[src/rtl/bitserial_mac_lanes_if.sv]
// bitserial_mac_lanes_if: operand/result handshake bundle for bitserial_mac_lanes
interface bitserial_mac_lanes_if #(
  parameter int LANES = 4,
  parameter int ACT_W = 8,
  parameter int WGT_W = 8,
  parameter int ACC_W = 20
);
  logic [1:0]                 prec;
  logic                       in_valid;
  logic                       in_ready;
  logic                       in_last;
  logic                       acc_clr;
  logic [LANES*ACT_W-1:0]     act;
  logic [LANES*WGT_W-1:0]     wgt;
  logic                       out_valid;
  logic                       out_ready;
  logic [LANES*ACC_W-1:0]     out_acc;
  logic [$clog2(WGT_W)-1:0]   bit_cnt;
  logic [LANES-1:0]           ovf;
  modport master (
    output prec, in_valid, in_last, acc_clr, act, wgt, out_ready,
    input  in_ready, out_valid, out_acc, bit_cnt, ovf
  );
  modport slave (
    input  prec, in_valid, in_last, acc_clr, act, wgt, out_ready,
    output in_ready, out_valid, out_acc, bit_cnt, ovf
  );
endinterface

[src/rtl/bitserial_mac_lanes.sv]
// bitserial_mac_lanes: lockstep bit-serial signed MAC lanes, LSB-first weights, selectable precision.
// Define BITSERIAL_SAT_EN for saturating accumulators with sticky per-lane ovf; otherwise they wrap.
module bitserial_mac_lanes #(
  parameter int LANES = 4,
  parameter int ACT_W = 8,
  parameter int WGT_W = 8,
  parameter int ACC_W = 20
) (
  input logic clk,
  input logic rst,
  bitserial_mac_lanes_if.slave bus
);
  localparam int PW = ACT_W + WGT_W;
  localparam int BW = $clog2(WGT_W);
  typedef enum logic [1:0] {IDLE, RUN, OUT} state_t;
  state_t                  r_state;
  logic signed [ACT_W-1:0] r_act [LANES];
  logic [WGT_W-1:0]        r_wgt [LANES];
  logic signed [PW-1:0]    r_p   [LANES];
  logic signed [ACC_W-1:0] r_acc [LANES];
  logic [LANES-1:0]        r_ovf;
  logic                    r_last;
  logic                    r_in_ready;
  logic                    r_out_valid;
  logic [BW-1:0]           r_bit_cnt;
  logic [BW-1:0]           r_msb;
  logic [BW-1:0]           w_msb;
  logic signed [PW-1:0]    w_p   [LANES];
  logic signed [ACC_W-1:0] w_acc [LANES];
  logic [LANES-1:0]        w_sat;
  assign w_msb = bus.prec == 2'b01 ? BW'(WGT_W/2 - 1) :
                 bus.prec == 2'b10 ? BW'(WGT_W/4 - 1) : BW'(WGT_W - 1);
  for (genvar i = 0; i < LANES; i++) begin : g_lane
    logic signed [PW-1:0] w_term;
    logic signed [PW-1:0] w_add;
    assign w_term = $signed({{WGT_W{r_act[i][ACT_W-1]}}, r_act[i]}) <<< r_msb;
    // the weight sign bit carries negative significance, so it subtracts
    assign w_add  = !r_wgt[i][r_bit_cnt] ? '0 : (r_bit_cnt == r_msb ? -w_term : w_term);
    assign w_p[i] = (r_p[i] >>> 1) + w_add;
`ifdef BITSERIAL_SAT_EN
    logic signed [ACC_W:0] w_sum;
    assign w_sum    = (ACC_W+1)'(r_acc[i]) + (ACC_W+1)'(w_p[i]);
    assign w_sat[i] = w_sum[ACC_W] != w_sum[ACC_W-1];
    assign w_acc[i] = w_sat[i] ? {w_sum[ACC_W], {(ACC_W-1){~w_sum[ACC_W]}}} : w_sum[ACC_W-1:0];
`else
    assign w_sat[i] = 1'b0;
    assign w_acc[i] = r_acc[i] + ACC_W'(w_p[i]);
`endif
  end
  always_comb begin
    bus.out_acc = '0;
    for (int k = 0; k < LANES; k++) bus.out_acc[k*ACC_W +: ACC_W] = r_acc[k];
  end
  assign bus.in_ready  = r_in_ready;
  assign bus.out_valid = r_out_valid;
  assign bus.bit_cnt   = r_bit_cnt;
  assign bus.ovf       = r_ovf;
  always_ff @(posedge clk) begin
    if (rst) begin
      r_state     <= IDLE;
      r_in_ready  <= 1'b1;
      r_out_valid <= 1'b0;
      r_bit_cnt   <= '0;
      r_msb       <= '0;
      r_last      <= 1'b0;
      r_ovf       <= '0;
      for (int k = 0; k < LANES; k++) begin
        r_act[k] <= '0;
        r_wgt[k] <= '0;
        r_p[k]   <= '0;
        r_acc[k] <= '0;
      end
    end else begin
      case (r_state)
        IDLE: begin
          if (bus.acc_clr) begin
            r_ovf <= '0;
            for (int k = 0; k < LANES; k++) r_acc[k] <= '0;
          end
          if (bus.in_valid) begin
            for (int k = 0; k < LANES; k++) begin
              r_act[k] <= bus.act[k*ACT_W +: ACT_W];
              r_wgt[k] <= bus.wgt[k*WGT_W +: WGT_W];
              r_p[k]   <= '0;
            end
            r_msb      <= w_msb;
            r_last     <= bus.in_last;
            r_bit_cnt  <= '0;
            r_in_ready <= 1'b0;
            r_state    <= RUN;
          end
        end
        RUN: begin
          for (int k = 0; k < LANES; k++) r_p[k] <= w_p[k];
          r_bit_cnt <= r_bit_cnt + BW'(1);
          if (r_bit_cnt == r_msb) begin
            for (int k = 0; k < LANES; k++) r_acc[k] <= w_acc[k];
            r_ovf       <= r_ovf | w_sat;
            r_bit_cnt   <= '0;
            r_in_ready  <= !r_last;
            r_out_valid <= r_last;
            r_state     <= r_last ? OUT : IDLE;
          end
        end
        OUT: begin
          if (bus.out_ready) begin
            r_ovf       <= '0;
            for (int k = 0; k < LANES; k++) r_acc[k] <= '0;
            r_out_valid <= 1'b0;
            r_in_ready  <= 1'b1;
            r_state     <= IDLE;
          end
        end
        default: r_state <= IDLE;
      endcase
    end
  end
endmodule

[src/flat_wrapper.sv]
// flat-port wrapper written by rule: the top's interface ports become plain ports
module bitserial_mac_lanes_flat 
#(
  parameter int LANES = 4,
  parameter int ACT_W = 8,
  parameter int WGT_W = 8,
  parameter int ACC_W = 20
)
  (clk, rst, bus_prec, bus_in_valid, bus_in_last, bus_acc_clr, bus_act, bus_wgt, bus_out_ready, bus_in_ready, bus_out_valid, bus_out_acc, bus_bit_cnt, bus_ovf);
  bitserial_mac_lanes_if #(.LANES(LANES), .ACT_W(ACT_W), .WGT_W(WGT_W), .ACC_W(ACC_W)) bus_i ();
  input logic clk;
  input logic rst;
  input wire logic [$bits(bus_i.prec)-1:0] bus_prec;
  input wire logic [$bits(bus_i.in_valid)-1:0] bus_in_valid;
  input wire logic [$bits(bus_i.in_last)-1:0] bus_in_last;
  input wire logic [$bits(bus_i.acc_clr)-1:0] bus_acc_clr;
  input wire logic [$bits(bus_i.act)-1:0] bus_act;
  input wire logic [$bits(bus_i.wgt)-1:0] bus_wgt;
  input wire logic [$bits(bus_i.out_ready)-1:0] bus_out_ready;
  output wire logic [$bits(bus_i.in_ready)-1:0] bus_in_ready;
  output wire logic [$bits(bus_i.out_valid)-1:0] bus_out_valid;
  output wire logic [$bits(bus_i.out_acc)-1:0] bus_out_acc;
  output wire logic [$bits(bus_i.bit_cnt)-1:0] bus_bit_cnt;
  output wire logic [$bits(bus_i.ovf)-1:0] bus_ovf;
  assign bus_i.prec = bus_prec;
  assign bus_i.in_valid = bus_in_valid;
  assign bus_i.in_last = bus_in_last;
  assign bus_i.acc_clr = bus_acc_clr;
  assign bus_i.act = bus_act;
  assign bus_i.wgt = bus_wgt;
  assign bus_i.out_ready = bus_out_ready;
  assign bus_in_ready = bus_i.in_ready;
  assign bus_out_valid = bus_i.out_valid;
  assign bus_out_acc = bus_i.out_acc;
  assign bus_bit_cnt = bus_i.bit_cnt;
  assign bus_ovf = bus_i.ovf;
  bitserial_mac_lanes #(.LANES(LANES), .ACT_W(ACT_W), .WGT_W(WGT_W), .ACC_W(ACC_W)) u_core (.clk(clk), .rst(rst), .bus(bus_i));
endmodule
[config.mk]
export PLATFORM = sky130hd
export DESIGN_NAME = bitserial_mac_lanes_flat
export DESIGN_NICKNAME = d
export VERILOG_FILES = /design/src/rtl/bitserial_mac_lanes_if.sv /design/src/rtl/bitserial_mac_lanes.sv /design/src/flat_wrapper.sv
export SDC_FILE = /design/constraint.sdc
export NUM_CORES = 1
export LEC_CHECK = 0
export CORE_MARGIN = 2
export CORE_UTILIZATION = 36
export CTS_CLUSTER_SIZE = 28
export DETAILED_ROUTE_END_ITERATION = 7
export HOLD_SLACK_MARGIN = 0.1
export SYNTH_ARGS = -nofsm -noshare
export SYNTH_HDL_FRONTEND = slang
export SYNTH_SLANG_ARGS = --single-unit
[constraint.sdc]
create_clock -name clk -period 6.25 [get_ports clk]
set_input_delay 0.9375 -clock clk [delete_from_list [all_inputs] [get_ports clk]]
set_output_delay 0.9375 -clock clk [all_outputs]
set_load 0.05 [all_outputs]
==> results.cfg, run 1 <==
[pwr]
swShare_pct = 39.5
p_sw_mw = 2.51
combPwrFrac_pct = 46.8
power_mw = 6.36
irDropWorstVdd_mv = 0.150
clkPwrFrac_pct = 24.0
seq_power_share_pct = 29.2
intPower_mw = 3.85
p_per_area_nw_per_um2 = 314
p_leak_nw = 8.72

[die]
fp.coreArea_um2 = 46600
ios = 161
die_y_um = 221
start_util_pct = 36.4
die_w_um = 221
die_area_um2 = 48900
std_cell_rows = 79

[synthesis]
synth_seq_cells = 215
seq_area_frac_synth_pct = 33.0
synth.area.top_cells = edfxtp_1 23%, ha_1 11%, dfxtp_1 10%, nor2_1 5.9%, xnor2_1 5.4%
yosysWarnings = 0
netlist.area_leader.share_pct = 22.8
synthFlopType = edfxtp_1
syn_area_per_cell_um2 = 9.03
synth.most_common_cell = nor2_1
synth_top_area_cell = edfxtp_1
synth_area_um2 = 17000
yosys-top-cells-count = 266 x nor2_1, 148 x ha_1, 129 x a21oi_1, 129 x edfxtp_1, 104 x xnor2_1
synth.distinct_cells = 81
synthArstFlopShare_pct = 0
netlist_instances = 1877
synth_edf_count = 129

[worst_setup_path]
arrival_ns = 6.39
crit_cells = 27
critPathKind = register to register
cpPeakStageDelay_ns = 0.53
critPathSlowestCell = mux4_2
worstRegToRegCells = 27
cp-start-kind = register
timing.rr.end = u_core.r_acc[0][59]$_SDFFE_PP0P_
critPathCapture = u_core.r_acc[0][59]$_SDFFE_PP0P_
reg2reg_slack_ns = 0.31
critPathBufInv = 1
crit_start = u_core.r_msb[1]$_SDFFE_PP0P_
reg2reg_from = u_core.r_msb[1]$_SDFFE_PP0P_
cp-end-kind = register
worstPathRequired_ns = 6.70
cp_top_family = simple AND/OR/NAND/NOR gates
path_max_fanout = 15
cpMostUsedCell = nor2_1

[cells_and_area]
layout-drive-gt1-share_pct = 8.63
area_growth_pct = 19.6
fillerInstances = 4525
final_core_util_pct = 43.5
nets = 2260
seqCellArea_um2 = 5610
finalNonFillerCells = 2659
antennaDiodeCount = 0
multi_input_area_um2 = 10800

[global_route]
grt_pass1_wl_um = 73000
grt_pass1_vias = 13977
grt_use_total_pct = 18.0
antenna_found_initial = 3
overflow = 0
grt_start_max_net_pins = 84

[outcome]
outcome = completed

[detailed_routing]
antenna_left = 0
first_pass_iters = 6
drc_errors = 0
dr.first_iter.drc_count = 924
vias = 14327
viasPerCell = 5.39
routedWlPerCell_um = 17.2
routed_wl_um = 45700

[clock_tree]
cts.sinks = 215
cts_root_buf = clkbuf_16
path_clk_slew_ns = 0.06
hold_buffers = 0
cts-htree-levels = 1
clock_latency_ns = 0.57
clk_path_buf_depth = 3
cts_tree = done
cts_made_buffers = 27

[hold_path]
min_path_type = register to register

[sta]
worst_slew_pin_slew_ns = 0.888
finClkSkew_ns = 0.0251
final.min_clock_period_ns = 5.94
finalSetupViolCount = 0
fmax_mhz = 168
relSlewSlack_pct = 40.7
layout_worst_path_cycle_share_pct = 95.0
final_hold_viol_count = 0
drv_slew = 0

[run]
drv_cap = 0

[placed_design]
io_buffers = 156
dp.cells = 2597
gp_congestion = 0.877
dp_hpwl_um = 34100
## how the worst min path moves through the flow
stage                                                  from                           endpoint  slack, ns  cells past startpoint
final                      u_core.r_acc[0][58]$_SDFFE_PP0P_   u_core.r_acc[0][58]$_SDFFE_PP0P_       0.49                      2
after global routing             u_core.r_last$_SDFFE_PP0P_         u_core.r_last$_SDFFE_PP0P_       0.52                      2
after CTS                  u_core.r_acc[0][18]$_SDFFE_PP0P_   u_core.r_acc[0][18]$_SDFFE_PP0P_       0.50                      2
after detailed placement  u_core.bus.out_valid$_SDFFE_PP0P_  u_core.bus.out_valid$_SDFFE_PP0P_       0.49                      2
after global placement    u_core.bus.out_valid$_SDFFE_PP0P_  u_core.bus.out_valid$_SDFFE_PP0P_       0.48                      2
after floorplan                  u_core.r_last$_SDFFE_PP0P_         u_core.r_last$_SDFFE_PP0P_       0.46                      2
## cell type report
| cell class | count | area share, % |
|---|---|---|
| Timing Repair Buffer | 213 | 9.98 |
| Clock buffer | 36 | 3.60 |
| Tap cell | 607 | 3.75 |
| Sequential cell | 215 | 27.7 |
| Inverter | 54 | 1.02 |
| Multi-Input combinational cell | 1521 | 53.4 |
| Clock inverter | 13 | 0.580 |
## power groups by stage
stage          combinational [mW]  sequential, mW  clock [mW]
2_1_floorplan                2.06            2.02           0
3_3_place_gp                 2.88            1.88           0
3_5_place_dp                 2.92            1.89           0
4_1_cts                      2.94            1.86        1.58
5_1_grt                      3.30            1.88        1.63
6_report                     2.98            1.86        1.53
## cell usage in the layout (no fill, tap or decap), drive strengths merged, types with 7 or more instances in the layout
master / count
a211oi: 17
a21o: 38
a21oi: 129
a22oi: 31
a31oi: 33
and2: 57
and3: 84
buf: 56
clkbuf: 37
clkdlybuf4s50: 156
clkinv: 10
dfxtp: 86
edfxtp: 129
fa: 8
ha: 148
inv: 53
mux2: 18
mux2i: 49
mux4: 23
nand2: 99
nand2b: 24
nand3: 23
nor2: 266
nor2b: 34
nor3: 28
o21a: 15
o21ai: 102
o21bai: 14
o31ai: 10
or2: 7
or3: 18
xnor2: 104
xor2: 63
## kinds of logic after synthesis
family | share of synthesized area [%]
AOI/OAI and AO/OA | 16.4
xor gates and xnor gates | 8.67
adders and majority gates | 11.9
buffers and inverters | 3.63
DFF | 33.0
muxes | 7.39
other | 0.0221
and+or+nand+nor | 19.0
## metrics by stage
step | TNS, ns | cell area (um2) | hold WS, ns | worst slack (ns)
after CTS | 0 | 20100 | 0.497 | 0.0945
after detailed placement | 0 | 19200 | 0.486 | 0.113
after global placement | 0 | 19200 | 0.482 | 0.253
final | 0 | 20300 | 0.494 | 0.312
after global routing | -0.00178 | 20300 | 0.516 | -0.00178
after floorplan | 0 | 17000 | 0.463 | 0.0864
## sequential cells by signal (all words and copies together), names as in the netlist
register / cells
u_core.bus.out_valid: 1
u_core.bus.bit_cnt: 3
u_core.r_msb: 3
u_core.bus.in_ready: 1
u_core.r_act: 32
u_core.r_last: 1
u_core.r_p: 60
u_core.r_state: 2
u_core.r_acc: 80
u_core.r_wgt: 32
## metal layers
metal / part of all wire, % / global-route usage [%]
met5: 0 / 0
met1: 46 / 23.8
met4: 2.5 / 5.43
met3: 4.4 / 2.38
met2: 47 / 30.7
## worst reg2reg max path, stage by stage (launching register included)
cell      delay [ns]
dfxtp_4         0.42
buf_12          0.16
mux2_2          0.34
mux4_2          0.53
nand2b_1        0.22
nor4_4          0.37
and2_4          0.22
nor2_1          0.05
xnor2_1         0.15
nor2_1          0.05
a21oi_1         0.12
nor2_1          0.06
ha_1            0.22
or3_1           0.41
o22ai_1         0.15
o31a_1          0.20
o21ai_0         0.15
nor2_1          0.14
xnor2_1         0.16
ha_1            0.31
and2_1          0.17
and2_1          0.15
a222oi_1        0.37
a21oi_2         0.12
a31oi_1         0.21
xnor2_1         0.14
nand3_1         0.11
mux2i_1         0.15
## what timing repair did
action / CTS / global route
hold endpoints to repair: 0 / 0
setup buffers: 0 / 12
gates resized for setup: 0 / 26
endpoints found under the setup margin: 0 / 10
(Power assumes the default switching activity.)
==> run 2, diff against run 1 <==
--- a/config.mk
+++ b/config.mk
@@ -5,7 +5,7 @@
 export SDC_FILE = /design/constraint.sdc
 export NUM_CORES = 1
 export LEC_CHECK = 0
-export CORE_MARGIN = 2
+export CORE_ASPECT_RATIO = 1.25
 export CORE_UTILIZATION = 36
 export CTS_CLUSTER_SIZE = 28
 export DETAILED_ROUTE_END_ITERATION = 7
==> run 2 against run 1 <==
Against the previous run: die area down 1.8%; flip-flop and latch count unchanged; combinational power barely moved; register-to-register slack better by 0.09 ns; count of clock-buffer cells in the layout increased by 3; cell count rose by 0.56%; sequential power about the same; utilization is 0.16 points higher; clock power decreased by 7%; largest cell class unchanged; critical endpoint unchanged; non-clock buffer count down 4.
==> results.cfg, run 2 (synthesized netlist as in run 1, its figures left out) <==
[detailed_routing]
drc_errors = 0
wl_met3_um = 1420
route.met2.wl_um = 23900
antenna_left = 0
viasPerCell = 5.33
drt-met1-wl_um = 19300
first_pass_iters = 5
dr.first_iter.drc_count = 785
routedWlPerCell_um = 17.3
routed_wl_um = 46200
highest_layer = met4
vias = 14250

[worst_setup_path]
cp-start-kind = register
cpMostUsedCell = nor2_1
critPathBufInv = 1
arrival_ns = 6.28
critPathSlowestCell = mux4_2
critPathKind = register to register
cp_top_family = simple AND/OR/NAND/NOR gates
path_max_fanout = 7
cpPeakStageDelay_ns = 0.51
worstPathRequired_ns = 6.68
cp-end-kind = register

[placed_design]
dpl_worst_slack_ns = 0.0700
dp.cells = 2621
gp_congestion = 0.886
dp_hpwl_um = 35000
io_buffers = 156

[die]
ios = 161
die_w_um = 196
fp.coreArea_um2 = 46400
start_util_pct = 36.6
die_y_um = 245
std_cell_rows = 88
die_area_um2 = 48000

[pwr]
clkPwrFrac_pct = 22.7
p_sw_mw = 2.49
power_mw = 6.27
p_per_area_nw_per_um2 = 310
irDropWorstVdd_mv = 0.203
swShare_pct = 39.7
p_leak_nw = 8.68
combPwrFrac_pct = 47.7
intPower_mw = 3.78
seq_power_share_pct = 29.5

[global_route]
antenna_found_initial = 1
grt_start_max_net_pins = 74
overflow = 0
grt_use_total_pct = 18.9
grt_pass1_wl_um = 73200
grt_pass1_vias = 14140

[clock_tree]
path_clk_slew_ns = 0.06
clock_latency_ns = 0.55
clk_path_buf_depth = 3
cts-htree-levels = 1
cts_tree = done
cts_made_buffers = 24
cts_root_buf = clkbuf_16
cts.sinks = 215

[cells_and_area]
final_common_cell = nor2_1
finalNonFillerCells = 2674
area_growth_pct = 19.5
final_cell_mix = 262 x nor2_1, 156 x clkdlybuf4s50_1, 148 x ha_1
largest_register_ffs = 80
nets = 2253
final_core_util_pct = 43.7
top_regs = u_core.r_acc: 80 flops, u_core.r_p: 60 flops
layout-drive-gt1-share_pct = 8.57
regMostFlops = u_core.r_acc

[outcome]
outcome = completed

[sta]
layout_worst_path_cycle_share_pct = 93.6
setup_ws_ns = 0.401
worst_slew_pin_slew_ns = 0.977
final_hold_viol_count = 0
whs_ns = 0.486
final.min_clock_period_ns = 5.85
fmax_mhz = 171
finalSetupViolCount = 0
finClkSkew_ns = 0.0123
relSlewSlack_pct = 34.7
drv_slew = 0

[run]
drv_cap = 0

[hold_path]
min_path_type = register to register
run 2: changes by cell type in the layout (fill, tap and decap cells not counted), moves of 3 or more:
cell / change
o21ai_0: +3
clkbuf_1: +3
buf_4: -8
o21ai_1: -3
clkinv_1: -4
buf_12: +4
clkinv_2: -4
clkbuf_16: -3
run 2: metrics by stage:
step | cell area, um2 | setup TNS [ns]
2_1_floorplan | 17000 | 0
3_3_place_gp | 19300 | 0
3_5_place_dp | 19300 | 0
4_1_cts | 20100 | 0
5_1_grt | 20300 | -0.00549
6_report | 20300 | 0
run 2: layout make-up:
cell class,instances,area (um2)
Inverter,54,210
Sequential cell,215,5610
Timing Repair Buffer,209,2030
Clock inverter,5,56.3
Tap cell,630,788
Multi-Input combinational cell,1521,10900
Clock buffer,39,712
Antenna cell,1,2.50
Fill cell,4549,26100
run 2: per-layer routing:
metal  track usage, %  up-vias
met4             7.24        0
met2             35.2      257
li1                 -     7096
met1             22.2     6823
met5                0        -
met3             1.81       74
run 2: power groups by stage:
stage | clock (mW) | sequential [mW] | combinational [mW]
floorplan | 0 | 2.02 | 2.06
global placement | 0 | 1.88 | 2.89
detailed placement | 0 | 1.89 | 2.94
global route | 1.52 | 1.87 | 3.30
CTS | 1.47 | 1.86 | 2.96
finish | 1.43 | 1.85 | 2.99
run 2: path summary, 6_finish.rpt:
check,start,to,slack [ns],cells past startpoint
setup / recovery,u_core.r_msb[1]$_SDFFE_PP0P_,u_core.r_acc[0][59]$_SDFFE_PP0P_,0.40,27
hold / removal,u_core.r_acc[0][58]$_SDFFE_PP0P_,u_core.r_acc[0][58]$_SDFFE_PP0P_,0.49,2
setup reg to reg,u_core.r_msb[1]$_SDFFE_PP0P_,u_core.r_acc[0][59]$_SDFFE_PP0P_,0.40,27
hold reg to reg,u_core.r_acc[0][58]$_SDFFE_PP0P_,u_core.r_acc[0][58]$_SDFFE_PP0P_,0.49,2
run 2: worst reg2reg max path: stages (launching register included):
cell      delay (ns)
dfxtp_4         0.41
buf_4           0.18
mux2_2          0.33
mux4_2          0.51
nand2b_1        0.21
nor4_4          0.35
and2_4          0.22
nor2_1          0.05
xnor2_1         0.14
nor2_1          0.05
a21oi_1         0.13
nor2_1          0.06
ha_1            0.22
or3_1           0.41
o22ai_1         0.16
o31a_1          0.20
o21ai_1         0.11
nor2_1          0.13
xnor2_1         0.16
ha_1            0.31
and2_1          0.17
and2_1          0.16
a222oi_1        0.34
a21oi_1         0.17
a31oi_1         0.19
xnor2_1         0.14
nand3_1         0.11
mux2i_1         0.14
run 2: timing repair:
item	in CTS	in global routing
setup endpoints to repair	0	13
gates resized for setup	0	33
setup buffers	0	8
hold buffers	0	0
